==> src/rtl/oled_text_render.sv <==
// Renders a frame of 2-page-tall glyphs into SSD1306-style IIC command/data words.
// Each glyph emits page/lo/hi addressing followed by W font bytes, for row 0 then row 1.
module oled_text_render #(
    parameter int unsigned MAX_GLYPHS = 16,
    parameter logic [7:0]  IIC_ADDR   = 8'h78,
    parameter int unsigned FONT_SEL_W = 6
) (
    input  logic                    sys_clk,
    input  logic                    rst,
    input  logic                    start,
    input  logic                    abort,
    input  logic [6:0]              glyph_count,
    output logic [5:0]              desc_idx,
    input  logic [12+FONT_SEL_W-1:0] desc_in,
    output logic [FONT_SEL_W+4:0]   rom_addr,
    input  logic [7:0]              rom_data,
    output logic                    cmd_valid,
    output logic [23:0]             cmd_data,
    input  logic                    write_done,
    output logic                    busy,
    output logic                    done
);

    localparam int unsigned DESC_W  = 12 + FONT_SEL_W;
    localparam int unsigned ROM_AW  = FONT_SEL_W + 5;
    localparam logic [6:0]  MAX_CNT = 7'(MAX_GLYPHS);

    typedef enum logic [2:0] {
        IDLE, LOAD, SETPAGE, SETLO, SETHI, FETCH, DATA, FIN
    } state_t;

    state_t state_q, state_d;

    logic [6:0]            count_q, count_d;
    logic [5:0]            glyph_q, glyph_d;
    logic                  row_q, row_d;
    logic [3:0]            col_q, col_d;
    logic [DESC_W-1:0]     desc_q, desc_d;

    logic                  cmd_valid_d;
    logic [23:0]           cmd_data_d;
    logic [ROM_AW-1:0]     rom_addr_d;
    logic [5:0]            desc_idx_d;
    logic                  busy_d;
    logic                  done_d;

    logic [7:0]            x_d;
    logic [2:0]            page_d;
    logic [FONT_SEL_W-1:0] sel_d;
    logic                  wide_q;
    logic [3:0]            last_col;

    // Descriptor is latched on the LOAD cycle; later states see the held copy.
    assign desc_d   = (state_q == LOAD) ? desc_in : desc_q;
    assign x_d      = desc_d[DESC_W-1 -: 8];
    assign page_d   = desc_d[FONT_SEL_W+1 +: 3];
    assign sel_d    = desc_d[FONT_SEL_W-1:0];
    assign wide_q   = desc_q[FONT_SEL_W];
    assign last_col = wide_q ? 4'd15 : 4'd7;

    always_ff @(posedge sys_clk or posedge rst) begin
        if (rst) begin
            state_q <= IDLE;
        end else begin
            state_q <= state_d;
        end
    end

    always_ff @(posedge sys_clk or posedge rst) begin
        if (rst) begin
            count_q   <= 7'd0;
            glyph_q   <= 6'd0;
            row_q     <= 1'b0;
            col_q     <= 4'd0;
            desc_q    <= '0;
            cmd_valid <= 1'b0;
            cmd_data  <= 24'h0;
            rom_addr  <= '0;
            desc_idx  <= 6'd0;
            busy      <= 1'b0;
            done      <= 1'b0;
        end else begin
            count_q   <= count_d;
            glyph_q   <= glyph_d;
            row_q     <= row_d;
            col_q     <= col_d;
            desc_q    <= desc_d;
            cmd_valid <= cmd_valid_d;
            cmd_data  <= cmd_data_d;
            rom_addr  <= rom_addr_d;
            desc_idx  <= desc_idx_d;
            busy      <= busy_d;
            done      <= done_d;
        end
    end

    // Next-state and counter sequencing; outputs are derived from the next state
    // so that every output port comes straight from a flop.
    always_comb begin
        state_d = state_q;
        count_d = count_q;
        glyph_d = glyph_q;
        row_d   = row_q;
        col_d   = col_q;

        case (state_q)
            IDLE: begin
                if (start) begin
                    count_d = (glyph_count > MAX_CNT) ? MAX_CNT : glyph_count;
                    glyph_d = 6'd0;
                    row_d   = 1'b0;
                    col_d   = 4'd0;
                    state_d = (count_d == 7'd0) ? FIN : LOAD;
                end
            end
            LOAD:    state_d = SETPAGE;
            SETPAGE: if (cmd_valid && write_done) state_d = SETLO;
            SETLO:   if (cmd_valid && write_done) state_d = SETHI;
            SETHI:   if (cmd_valid && write_done) state_d = FETCH;
            FETCH:   state_d = DATA;
            DATA: begin
                if (cmd_valid && write_done) begin
                    if (col_q != last_col) begin
                        col_d   = col_q + 4'd1;
                        state_d = FETCH;
                    end else if (!row_q) begin
                        row_d   = 1'b1;
                        col_d   = 4'd0;
                        state_d = SETPAGE;
                    end else if ((7'(glyph_q) + 7'd1) < count_q) begin
                        glyph_d = glyph_q + 6'd1;
                        row_d   = 1'b0;
                        col_d   = 4'd0;
                        state_d = LOAD;
                    end else begin
                        state_d = FIN;
                    end
                end
            end
            FIN:     state_d = IDLE;
            default: state_d = IDLE;
        endcase

        if (abort) begin
            state_d = IDLE;
        end

        busy_d      = (state_d != IDLE);
        done_d      = (state_d == FIN);
        desc_idx_d  = glyph_d;
        rom_addr_d  = rom_addr;
        cmd_valid_d = 1'b0;
        cmd_data_d  = cmd_data;

        case (state_d)
            SETPAGE: begin
                cmd_valid_d = 1'b1;
                cmd_data_d  = {IIC_ADDR, 8'h00, 5'b10110, page_d + 3'(row_d)};
            end
            SETLO: begin
                cmd_valid_d = 1'b1;
                cmd_data_d  = {IIC_ADDR, 8'h00, 4'h0, x_d[3:0]};
            end
            SETHI: begin
                cmd_valid_d = 1'b1;
                cmd_data_d  = {IIC_ADDR, 8'h00, 4'h1, x_d[7:4]};
            end
            FETCH: begin
                rom_addr_d = {sel_d, row_d, col_d};
            end
            DATA: begin
                cmd_valid_d = 1'b1;
                // Capture the font byte only on entry so the word stays stable until consumed.
                if (state_q != DATA) begin
                    cmd_data_d = {IIC_ADDR, 8'h40, rom_data};
                end
            end
            default: ;
        endcase
    end

endmodule

==> config.mk <==
export PLATFORM = sky130hd
export DESIGN_NAME = oled_text_render
export DESIGN_NICKNAME = d
export VERILOG_FILES = /design/src/rtl/oled_text_render.sv
export SDC_FILE = /design/constraint.sdc
export NUM_CORES = 1
export LEC_CHECK = 0
export CORE_UTILIZATION = 55
export CTS_CLUSTER_SIZE = 20
export DETAILED_ROUTE_END_ITERATION = 10
export DONT_BUFFER_PORTS = 1
export PLACE_DENSITY = 0.7
export RECOVER_POWER = 25
export SLEW_MARGIN = 20
export SYNTH_ARGS = -nofsm -noshare
export SYNTH_HDL_FRONTEND = slang
export SYNTH_SLANG_ARGS = --single-unit
==> constraint.sdc <==
create_clock -name sys_clk -period 7.5 [get_ports sys_clk]
set_input_delay 0 -clock sys_clk [delete_from_list [all_inputs] [get_ports sys_clk]]
set_output_delay 0 -clock sys_clk [all_outputs]
set_load 0.03 [all_outputs]
==> results.sh <==
export IMPL_status="finished, violations left"
export IMPL_violations="capacitance limit, slew limit"
export IMPL_avgSynthCellArea_um2=11.04
export IMPL_antenna_found_initial=0
export IMPL_place_hpwl_um=4881
export IMPL_routed_wl_um=7249
export IMPL_cts_tree="done"
export IMPL_tightest_slew_ps=3314
export IMPL_fin_crit_sh=0.5331
export IMPL_tns_ps=0
export IMPL_num_antenna_cells=0
export IMPL_crit_type="reg -> reg"
export IMPL_clock_latency_ps=330
export IMPL_first_pass_iters=4
export IMPL_cts_sinks=63
export IMPL_syn_area_um2=3311
export IMPL_synth_cells=300
export IMPL_cts_root_buf="clkbuf_8"
export IMPL_r2r_start="glyph_q[0]"
export IMPL_placed_cell_area_um2=3284
export IMPL_synth_edf_count=0
export IMPL_powerDensity_nw_per_um2=287.8
export IMPL_synth_seq_cells=63
export IMPL_rr_endpoint="cmd_data[2]"
export IMPL_drive_above_1_share=0.1633
export IMPL_grt_pass1_wl_um=11830
export IMPL_initial_core_util=0.5868
export IMPL_nNetsFinal=386
export IMPL_slew_headroom=-1.210
export IMPL_hold_viol=0
export IMPL_cp_max_fo=13
export IMPL_rsz0062_at_grt="false"
export IMPL_via_count=2390
export IMPL_r2r_setup_slack_ps=3500
export IMPL_clockBufferDepth=2
export IMPL_crit_start="glyph_q[0]"
export IMPL_final_cell_mix="dfrtp_1, dlygate4sd3_1, nand2_1"
export IMPL_p_leak_nw=1.738
export IMPL_port_buffer_count=0
export IMPL_die_width_um=79.59
export IMPL_syn_to_final_growth_pct=17.61
export IMPL_crit_end="cmd_data[2]"
export IMPL_io_pins=82
export IMPL_grt_pass1_vias=2473
export IMPL_hold_path_startpoint="rom_data[0]"
export IMPL_grt_usage=0.2499
export IMPL_synth_main_ff_cell="dfrtp_1"
export IMPL_cap_violations=1
export IMPL_min_period_ps=3998
export IMPL_grt_max_degree=64
export IMPL_fin_area_um2=3894
export IMPL_htreeDepth=3
export IMPL_arrival_ps=4210
export IMPL_setup_violations=0
export IMPL_yosysSeqAreaShare=0.4762
export IMPL_post_cts_setup_buffer_count=0
export IMPL_yosys_cell_types_count=58
export IMPL_reg2regPathDepth=15
export IMPL_fmax_mhz=250.1
export IMPL_crit_required_ps=7710
export IMPL_overflow=0
export IMPL_asyncSetResetFlopFracSynth=1.000
export IMPL_cts_resized=0
export IMPL_viasPerCell=5.759
export IMPL_rows=27
export IMPL_drc=0
export IMPL_cp_start_kind="flip-flop"
export IMPL_final_util=0.6902
export IMPL_ir_drop_mv=0.2163
export IMPL_clk_pin_slew_worst_paths_ps=70
export IMPL_fillers=437
export IMPL_final_common_cell="dfrtp_1"
export IMPL_die_area_um2=6334
export IMPL_core_um2=5642
export IMPL_crit_path_end_kind="flip-flop"
export IMPL_drt_initial_drc_count=167
export IMPL_fin_total_pwr_mw=1.121
export IMPL_cts_hold_buffers_added=39
export IMPL_fin_worst_skew_ps=6.409
export IMPL_yosysWarnings=0
export IMPL_die_h_um=79.59
export IMPL_antenna_left=0
export IMPL_drv_slew=64
export IMPL_wl_per_cell_um=17.47
export IMPL_cts_buffers_inserted=9
export IMPL_place_congestion=0.8690
export IMPL_min_path_type="in -> reg"
cells in the mapped netlist (7+ instances only):
library cell,n,share of area
nor2_1,15,0.017
mux2_2,20,0.068
nand3_1,12,0.018
dfrtp_1,63,0.48
inv_1,12,0.014
o21ai_0,14,0.021
ha_1,10,0.038
mux2_1,10,0.034
a31oi_1,10,0.019
a21o_1,7,0.016
nand2_1,25,0.028
buf_4,16,0.036
critical path, cell delays in order, from the launching register on:
cell      delay [ps]
dfrtp_1          620
ha_1             280
nand3_1          100
xnor2_1          170
ha_1             320
nand4_1          110
a211oi_2         350
nor4_2           130
a31oi_1          710
and2_1           290
ha_1             160
ha_1             160
nand2_1           50
nor3b_1          130
a32oi_1          190
a31oi_1          100
worst min-delay path by stage:
stage	cells after the start	end	slack, ps
2_1_floorplan	1	state_q[2]	100
4_1_cts	3	busy	0.3
6_report	3	cmd_data[0]	20
3_5_place_dp	1	state_q[2]	120
5_1_grt	3	cmd_data[0]	10
3_3_place_gp	1	state_q[2]	120
flip-flops by register name, indices dropped and copies added, names as in the netlist:
name and count:
cmd_data 10, state_q 3, done 1, count_q 7, cmd_valid 1, busy 1
desc_q 18, col_q 4, glyph_q 6, rom_addr 11, row_q 1
power by group:
group	switching, mW	internal [mW]	leakage, nW
combinational	0.128	0.121	0.822
sequential	0.115	0.427	0.807
clock	0.133	0.196	0.110
total	0.376	0.745	1.74
through the flow:
stage               hold slack (ps)  setup slack, ps  cells
floorplan                     103.3             4210    310
global placement              119.8             3719    360
detailed placement            119.2             3546    360
CTS                          0.2560             3519    415
global route                  10.49             3203    415
finish                        17.87             3502    415
final cells by class:
type	instances	area (µm²)	share of cell area
sequential	63	1577	0.4049
multi-input combinational	211	1558	0.4001
clock inverter	5	81.33	0.02089
inverter	12	45.04	0.01157
clock buffer	11	141.4	0.03631
timing repair buffer	41	401.6	0.1031
tap	72	90.09	0.02314
cells by family (layout without fill, tap and decap cells):
family,after synthesis,count (layout),synth area share
and+or+nand+nor,92,92,0.1606
AOI/OAI and AO/OA,63,63,0.1429
DFF,63,63,0.4762
buffers and inverters,36,69,0.06613
muxes,30,30,0.1020
adders and majority gates,10,10,0.03779
xor gates and xnor gates,5,5,0.01323
other,1,11,0.001133
metal layers:
metal / up-vias / track usage / wire (µm)
met1: 1141 / 0.3125 / 3105
met3: 19 / 0.06400 / 451
li1: 1133 / - / -
met5: - / 0 / 0
met2: 97 / 0.3932 / 3508
met4: 0 / 0.1382 / 184
No activity file was read; power rests on OpenSTA's default activity.
